$ cat config.mk
export PLATFORM = sky130hd
export DESIGN_NAME = serial_bus_arbiter
export DESIGN_NICKNAME = d
export VERILOG_FILES = /design/src/rtl/serial_bus_arbiter.sv
export SDC_FILE = /design/constraint.sdc
export NUM_CORES = 1
export LEC_CHECK = 0
export BUFFER_PORTS_ARGS = -buffer_cell sky130_fd_sc_hd__buf_2
export CORE_AREA = 2 2 39 41
export DETAILED_ROUTE_END_ITERATION = 16
export DIE_AREA = 0 0 41 43
export SYNTH_ARGS = -nofsm -noshare
export SYNTH_HDL_FRONTEND = slang
export SYNTH_SLANG_ARGS = --single-unit
$ cat constraint.sdc
create_clock -name clk -period 1.6 [get_ports clk]
set_input_delay 0.32 -clock clk [delete_from_list [all_inputs] [get_ports clk]]
set_output_delay 0.32 -clock clk [all_outputs]
set_load 0.02 [all_outputs]
$ cat src/rtl/serial_bus_arbiter.sv
`default_nettype none
// ============================================================================
// Module   : serial_bus_arbiter
// Purpose  : Round-robin arbiter giving one master at a time the shared serial
//            data path. A grant is held until the slave pulses tx_done, the
//            master drops its request, or the optional watchdog expires.
//            A single RELEASE turnaround cycle follows every grant.
// Options  : `define ARB_TIMEOUT_EN turns on the BUSY watchdog and the
//            timeout_err pulse. Without it, a grant is held indefinitely.
// Revision : 1.0 - initial release
// ============================================================================
module serial_bus_arbiter #(
  parameter int NUM_MASTERS    = 4,
  parameter int ID_W           = 2,
  parameter int TIMEOUT_CYCLES = 64
) (
  input  logic                   clk,
  input  logic                   reset,
  input  logic [NUM_MASTERS-1:0] req,
  input  logic                   tx_done,
  output logic [NUM_MASTERS-1:0] grant,
  output logic [ID_W-1:0]        grant_id,
  output logic                   bus_busy,
  output logic                   timeout_err
);

  typedef enum logic [1:0] {
    ST_IDLE    = 2'd0,
    ST_BUSY    = 2'd1,
    ST_RELEASE = 2'd2
  } state_t;

  // After reset the pointer names the last master, so master 0 wins first.
  localparam logic [ID_W-1:0] c_LAST_RST = ID_W'(NUM_MASTERS - 1);

  // Reject configurations the index logic cannot represent.
  if ((ID_W < $clog2(NUM_MASTERS)) || (NUM_MASTERS < 2) || (NUM_MASTERS > 8) ||
      (TIMEOUT_CYCLES < 2)) begin : g_param_check
    $error("serial_bus_arbiter: illegal parameter combination");
  end

  state_t                   r_state;
  state_t                   w_state_nxt;
  logic [NUM_MASTERS-1:0]   r_grant;
  logic [NUM_MASTERS-1:0]   w_grant_nxt;
  logic [ID_W-1:0]          r_grant_id;
  logic [ID_W-1:0]          w_id_nxt;
  logic [ID_W-1:0]          r_last;
  logic [ID_W-1:0]          w_last_nxt;
  logic                     w_sel_found;
  logic [ID_W-1:0]          w_sel_id;
  logic                     w_req_held;
  logic                     w_exit;
  logic                     w_expire;
  logic                     w_timeout_nxt;

  // The granted master still requests when its request bit overlaps the grant.
  assign w_req_held = |(req & r_grant);

  // A watchdog release only counts as an error if nothing else ended the grant.
  assign w_timeout_nxt = w_expire && !tx_done && w_req_held;

  assign w_exit = (r_state == ST_BUSY) && (tx_done || !w_req_held || w_expire);

`ifdef ARB_TIMEOUT_EN
  localparam int c_CNT_W = $clog2(TIMEOUT_CYCLES) + 1;

  logic [c_CNT_W-1:0] r_cnt;
  logic               r_timeout_err;

  assign w_expire = (r_state == ST_BUSY) && (r_cnt == c_CNT_W'(TIMEOUT_CYCLES - 1));

  // Count BUSY cycles of the current grant; restart from zero on every exit.
  always_ff @(posedge clk or negedge reset) begin
    if (!reset) begin
      r_cnt <= '0;
    end else if ((r_state == ST_BUSY) && !w_exit) begin
      r_cnt <= r_cnt + c_CNT_W'(1);
    end else begin
      r_cnt <= '0;
    end
  end

  // One-cycle error pulse, aligned with the grant falling.
  always_ff @(posedge clk or negedge reset) begin
    if (!reset) begin
      r_timeout_err <= 1'b0;
    end else begin
      r_timeout_err <= w_timeout_nxt;
    end
  end

  assign timeout_err = r_timeout_err;
`else
  assign w_expire    = 1'b0;
  assign timeout_err = 1'b0;
`endif

  // Round-robin search: first requester above the last winner, then wrap.
  always_comb begin
    w_sel_found = 1'b0;
    w_sel_id    = '0;
    for (int i = 0; i < NUM_MASTERS; i++) begin
      if (!w_sel_found && req[i] && (i > int'(r_last))) begin
        w_sel_found = 1'b1;
        w_sel_id    = ID_W'(i);
      end
    end
    for (int i = 0; i < NUM_MASTERS; i++) begin
      if (!w_sel_found && req[i] && (i <= int'(r_last))) begin
        w_sel_found = 1'b1;
        w_sel_id    = ID_W'(i);
      end
    end
  end

  // Next-state and next-output logic for IDLE -> BUSY -> RELEASE.
  always_comb begin
    w_state_nxt = r_state;
    w_grant_nxt = r_grant;
    w_id_nxt    = r_grant_id;
    w_last_nxt  = r_last;
    case (r_state)
      ST_IDLE: begin
        w_grant_nxt = '0;
        if (w_sel_found) begin
          w_grant_nxt = NUM_MASTERS'(1) << w_sel_id;
          w_id_nxt    = w_sel_id;
          w_state_nxt = ST_BUSY;
        end
      end
      ST_BUSY: begin
        if (w_exit) begin
          w_grant_nxt = '0;
          w_last_nxt  = r_grant_id;
          w_state_nxt = ST_RELEASE;
        end
      end
      ST_RELEASE: begin
        w_grant_nxt = '0;
        w_state_nxt = ST_IDLE;
      end
      default: begin
        w_grant_nxt = '0;
        w_state_nxt = ST_IDLE;
      end
    endcase
  end

  // State, grant and fairness pointer registers.
  always_ff @(posedge clk or negedge reset) begin
    if (!reset) begin
      r_state    <= ST_IDLE;
      r_grant    <= '0;
      r_grant_id <= '0;
      r_last     <= c_LAST_RST;
    end else begin
      r_state    <= w_state_nxt;
      r_grant    <= w_grant_nxt;
      r_grant_id <= w_id_nxt;
      r_last     <= w_last_nxt;
    end
  end

  assign grant    = r_grant;
  assign grant_id = r_grant_id;
  assign bus_busy = |r_grant;

endmodule
`default_nettype wire

==> metrics, run 1 <==
failing checks=setup timing; number of synthesized flops with an enable pin=0; normalized max-slew margin=60.5%; max-slew violation count=0; combinational share of power=53.4%; Syn Area/Cell=11.4 um2; routability-driven placement congestion ratio=0.698; die width=41 um; DR vias=435; Yosys top cell area share=39.0%; Yosys Warn Count=0; number of distinct library cells after synthesis=26; data arrival time of the critical path=1.32 ns; count of final setup violators=1; Routed Wire Length=1170 um; post-DR wirelength/cell=14.3 um; slew of the pin with the lowest slew margin=0.585 ns; CP cell instances=or4_4 -> buf_6; final worst setup slack=-0.0384 ns; switching share of total power=38.0%; via count of the first global-routing pass=416; clock latency reported for the late side of the worst-skew pair=0.26 ns; Max VDD drop=0.921 mV; buffer and inverter count on the worst path=1; maximum clock frequency=610 MHz; most instantiated cells after synthesis=dfrtp_1, a22o_1, nor2_1; final cell count without fillers=82; Total Die Area=1760 um2; Worst Reg2Reg Path Length in Cells=5; number of iterations in the first detailed-routing pass=2; maximum number of pins on one net before global-route repair=11; RSZ-0062 raised after global routing=true; count of state elements after synthesis=10; Setup crit end kind=output pin; most frequently used cell type in the post-synthesis netlist=dfrtp_1; # Max-Cap Violations=0; Die Y=43 um; cell area after synthesis=513 um2; synthesized instance count=45; ratio of cells with drive above 1 in the final layout=51.5%; count of pins on the block boundary=15; post-route clock skew=0.00871 ns; net switching power figure=530 uW; run status=complete, but fails checks; TritonCTS sink count=10; startpoint of the lowest-slack register-to-register path=grant[0]; number of antenna violations at the first check in global routing=0; first-pass GRT wire length=1880 um; largest stage delay on the critical path=0.53 ns; areal power density over the cells=2050 nW/um2; proportion of power drawn by flip-flops and latches=34.0%; top cell family by delay on the critical path=simple AND/OR/NAND/NOR gates; Cell Count Post-Placement=73; Placeable Area=1380 um2; clock-pin slew on the worst setup and hold paths=0.06 ns; master of the slowest instance on the critical path=or4_4; min cycle time layout=1.64 ns; Starting Density=37.1%; clock buffer count from CTS=3; Placement Rows=14; kind of path behind the tightest hold check=input pin to asynchronous set/reset pin; start-to-end type of the worst setup path=register to output pin; fin nets=74; crit path max fanout=2; leakage power of the design=0.334 nW; via density per instance=5.30; TritonCTS clock tree=yes; CP Data Required Time=1.28 ns; Critical Path Source Type=register; count of H-tree levels built during CTS=1; worst reg2reg path endpoint=r_last[1]; DRT iter0 DRCs=2; proportion of register bits with asynchronous set or reset after synthesis=100%; PnR Total Power=1.39 mW; area added between synthesis and finish=32.7%; post-route cell area=681 um2; post-synthesis sequential area ratio=49.3%; number of antenna diodes=0; most area-consuming cells after synthesis=dfrtp_1, dfstp_2, a22o_1; Hold Violations, Final=0; Register-to-Register Setup Slack=0.08 ns; largest area contributor in the netlist=dfrtp_1; overall overflow remaining after global route=0; number of buffers inserted by port buffering=13; internal power component=865 uW; Global Route Usage Sum=16.5%; Clock Power Share=12.6%; final period utilization=102%; number of nets with antenna violations after detailed routing=0; area post-placement=591 um2; final routed DRC violation total=0; master cell of the clock root buffer=clkbuf_4; nets in the synthesized netlist=52; Post-synth top flop=dfrtp_1; clk buf depth=2
==> cell type report <==
type	count	area (um2)
clock buffers	4	26.3
fillers	135	703
inverters	1	3.75
multi-input cells	33	267
flip-flops and latches	10	253
well taps	16	20.0
repair buffers	18	111
==> power by group through the flow <==
stage          Combinational, mW  Sequential, mW  Clock, mW
2_1_floorplan              0.369           0.534          0
3_3_place_gp               0.590           0.486          0
3_5_place_dp               0.592           0.485          0
4_1_cts                    0.649           0.466      0.182
5_1_grt                    0.812           0.491      0.196
6_report                   0.744           0.474      0.176
==> layer usage <==
| layer | global-route usage, % | part of all wire, % | vias up |
|---|---|---|---|
| met4 | 10.0 | 2.1 | 0 |
| met2 | 20.3 | 46 | 10 |
| met3 | 3.14 | 2.7 | 4 |
| li1 | - | - | 216 |
| met5 | 0 | 0 | - |
| met1 | 25.8 | 49 | 205 |
==> metrics by stage <==
stage / worst slack [ns] / hold WS [ns] / util [%] / setup TNS (ns)
after global placement: 0.158 / 0.187 / 42.7 / 0
after floorplan: 0.172 / 0.0244 / - / 0
after detailed placement: 0.177 / 0.191 / 42.7 / 0
after global routing: -0.0827 / 0.460 / 49.2 / -0.0899
final: -0.0384 / 0.443 / 49.2 / -0.0384
after CTS: -0.0322 / 0.440 / 46.9 / -0.0322
==> state kept, by name (all words and copies together), names as in the netlist <==
signal	count
r_state	2
grant	4
grant_id	2
r_last	2
==> layout by cell type, fill, tap and decap left out, types with 2 or more instances in the layout <==
master    instances
buf_2            12
dfrtp_1           8
a22o_1            4
buf_4             4
nor2_1            3
clkbuf_4          3
a22oi_2           2
nand2b_1          2
a21o_1            2
nor2b_1           2
o21ai_0           2
mux2_2            2
dfstp_2           2
==> repair_timing <==
| item | in CTS | in global routing |
|---|---|---|
| hold buffers | 1 | 0 |
| hold endpoints to repair | 8 | 0 |
| pin swaps | 0 | 2 |
| buffers inserted | 3 | 1 |
| endpoints found under the setup margin | 1 | 3 |
| gates resized for setup | 0 | 6 |
==> worst max-delay path by stage <==
stage | slack (ns) | endpoint | depth (start not counted) | from
after global routing | -0.08 | bus_busy | 2 | grant[3]
after global placement | 0.16 | r_last[1] | 5 | req[0]
after floorplan | 0.17 | bus_busy | 1 | grant[0]
final | -0.04 | bus_busy | 2 | grant[3]
after detailed placement | 0.18 | r_last[1] | 5 | req[0]
after CTS | -0.03 | bus_busy | 2 | grant[0]
==> logic make-up after synthesis <==
family          share of synthesized area [%]
compound gates                           26.6
mux                                      4.39
buf+inv                                  2.19
simple gates                             16.8
other cells                             0.731
flops                                    49.3
Power figures use the tool's default switching activity.
==> run 2: changes to the inputs <==
--- a/config.mk
+++ b/config.mk
@@ -5,10 +5,10 @@
 export SDC_FILE = /design/constraint.sdc
 export NUM_CORES = 1
 export LEC_CHECK = 0
+export ABC_AREA = 1
 export BUFFER_PORTS_ARGS = -buffer_cell sky130_fd_sc_hd__buf_2
-export CORE_AREA = 2 2 39 41
+export CORE_UTILIZATION = 40
 export DETAILED_ROUTE_END_ITERATION = 16
-export DIE_AREA = 0 0 41 43
 export SYNTH_ARGS = -nofsm -noshare
 export SYNTH_HDL_FRONTEND = slang
 export SYNTH_SLANG_ARGS = --single-unit
==> run 2 against run 1 <==
  * The run now ends clean
  * Worst setup slack improved by 0.25 ns
  * Via count grew 26%
  * Worst hold slack worse by 0.090 ns
  * Synthesized area up 18%
  * Flip-flop and latch count stayed put
  * Power decreased by 4.9%
  * Critical path depth increased by 7
  * Combinational power is 11% lower
  * Non-clock buffer count is 4 lower
  * Clock power grew 26%
  * Global-route usage is 1.7 points higher
  * Count of clock-buffer cells in the layout is the same
  * Critical path type is now register to register
==> metrics, run 2 <==
master cell of the clock root buffer=clkbuf_4; CP Data Required Time=1.75 ns (+0.47 ns); via count of the first global-routing pass=497 (+19%); Global Route Usage Sum=18.2% (+1.7 points); max reg flops=4 (unchanged); count of H-tree levels built during CTS=1 (unchanged); number of distinct library cells after synthesis=21 (-19%); final period utilization=86.5% (-16 points); count of final setup violators=0 (-1); Syn Area/Cell=7.46 um2 (-35%); clk buf depth=2 (unchanged); Max VDD drop=0.785 mV (-15%); fin nets=106 (+43%); synthesized instance count=81 (+80%); top cell family by delay on the critical path=simple AND/OR/NAND/NOR gates; CP cell instances=nand2_1 -> nand2_1 -> nand2_2 -> nor2_4 -> nand4_1 -> nand2_2 -> inv_2 -> nand2_1 -> nand2_1; number of antenna violations at the first check in global routing=0 (unchanged); final total negative setup slack=0 ns (+0.0384 ns); Final Core Density=53.8% (+4.7 points); via density per instance=4.87 (-8.2%); first-pass GRT wire length=1920 um (+2.2%); overall overflow remaining after global route=0 (unchanged); largest area contributor in the netlist=dfrtp_1; largest stage delay on the critical path=0.55 ns (+0.02 ns); number of antenna diodes=0 (unchanged); number of fill cells=141 (+4.4%); post-route clock skew=0.00455 ns (-0.00416 ns); clock buffer count from CTS=3 (unchanged); buffer and inverter count on the worst path=1 (unchanged); ratio of cells with drive above 1 in the final layout=31.6% (-20 points); Critical Path Source Type=register; final routed DRC violation total=0 (unchanged); RSZ-0062 raised after global routing=false; sum of net half-perimeters after detailed placement=937 um; Routed Wire Length=1160 um (-0.94%); post-synthesis sequential area ratio=41.8% (-7.4 points); run status=completed; die width=40.9 um (-0.32%); Yosys top cell area share=33.1% (-5.9 points); leakage power of the design=0.406 nW (+22%); most frequent cells in the layout=nand2_1, buf_2, inv_1; clock latency reported for the late side of the worst-skew pair=0.26 ns (about the same); Placeable Area=1350 um2 (-2.4%); uppermost layer routed=met4; Yosys Warn Count=0 (unchanged); Hold Violations, Final=0 (unchanged); count of state elements after synthesis=10 (unchanged); DR vias=550 (+26%); TritonCTS sink count=10 (unchanged); post-DR wirelength/cell=10.2 um (-28%); commonest non-fill, non-tap cell in the layout=nand2_1; number of nets with antenna violations after detailed routing=0 (unchanged); areal power density over the cells=1820 nW/um2 (-11%); maximum number of pins on one net before global-route repair=11 (unchanged); detailed-routed wire length on met3=56 um (+81%); DRT iter0 DRCs=14 (+12); cell repeated most along the worst path=nand2_1; area added between synthesis and finish=20.3%; TritonCTS clock tree=yes; nets in the synthesized netlist=88 (+69%); crit path max fanout=5 (+3); Setup crit end kind=register; max-slew violation count=0 (unchanged); Starting Density=44.8% (+7.7 points); data arrival time of the critical path=1.53 ns (+0.21 ns); # Max-Cap Violations=0 (unchanged); number of buffers inserted by port buffering=13 (unchanged); master of the slowest instance on the critical path=dfstp_2; start-to-end type of the worst setup path=register to register; min cycle time layout=1.38 ns (-0.255 ns); Die Y=40.9 um (-5.0%); maximum clock frequency=723 MHz (+18%); kind of path behind the tightest hold check=input pin to register; number of synthesized flops with an enable pin=0 (unchanged); most area-consuming cells after synthesis=dfrtp_1, nand2_1, dfstp_2; Total Die Area=1670 um2 (-5.3%); most instantiated cells after synthesis=nand2_1, inv_1, dfrtp_1, nand4_1; Placement Rows=13 (-1); clock-pin slew on the worst setup and hold paths=0.07 ns (about the same); count of pins on the block boundary=15 (unchanged); number of iterations in the first detailed-routing pass=4 (+2); routability-driven placement congestion ratio=0.776 (+11%); M1 WL=532 um (-6.7%); total length of routed met2 wires=560 um (+3.3%); setup bufs post-CTS=0 (-3); most frequently used cell type in the post-synthesis netlist=nand2_1; Post-synth top flop=dfrtp_1; cell area after synthesis=604 um2 (+18%); proportion of register bits with asynchronous set or reset after synthesis=100% (unchanged)
run 2: cells by family after synthesis:
| group | Yosys count | share of synthesized area [%] |
|---|---|---|
| buffers and inverters | 14 | 9.32 |
| and+or+nand+nor | 50 | 41.4 |
| other | 1 | 0.621 |
| DFF | 10 | 41.8 |
| AOI/OAI and AO/OA | 6 | 6.83 |
run 2: area by class of cell:
type	count	area (um2)	area share, %
Multi-Input combinational cell	57	295	40.6
Clock buffer	4	36.3	4.99
Timing Repair Buffer	14	75.1	10.3
Inverter	13	48.8	6.71
Sequential cell	10	253	34.8
Tap cell	15	18.8	2.58
run 2: metal layers:
layer	GRT usage, %	vias up
li1	-	294
met1	20.3	240
met2	30.9	14
met3	6.52	2
met4	7.50	0
met5	0	-
run 2: report_power, final:
part	internal [mW]	switching (mW)
clock	0.138	0.0836
sequential	0.375	0.0665
combinational	0.225	0.439
run 2: path summary, 6_finish.rpt:
kind,start,endpoint,slack (ns),depth (start not counted)
max reg2reg,r_last[1],grant_id[0],0.22,9
max in group asynchronous,reset,r_last[1],0.90,2
min in group asynchronous,reset,grant[1],0.45,2
min,req[1],grant[1],0.35,3
min reg2reg,r_last[0],r_last[0],0.48,2
max,r_last[1],grant_id[0],0.22,9
run 2: tightest hold or removal path: cells and delay by family:
| kind | cells | cell delay, ns |
|---|---|---|
| buffers and inverters | 1 | 0.10 |
| and+or+nand+nor | 1 | 0.06 |
| AOI/OAI and AO/OA | 1 | 0.09 |
run 2: repair_timing:
| action | 4_1_cts | 5_1_grt |
|---|---|---|
| resized for setup | 0 | 0 |
| hold endpoints to repair | 8 | 0 |
| hold buffers | 1 | 0 |
run 2: through the flow:
stage / area (um2) / setup WS [ns] / hold WS, ns / power, mW / cells
floorplan: 604 / 0.325 / 0.0244 / 0.941 / 81
global placement: 681 / 0.230 / 0.198 / 1.12 / 108
detailed placement: 681 / 0.233 / 0.197 / 1.12 / 108
CTS: 727 / 0.214 / 0.348 / 1.35 / 113
global route: 727 / 0.0784 / 0.356 / 1.45 / 113
finish: 727 / 0.216 / 0.353 / 1.33 / 113
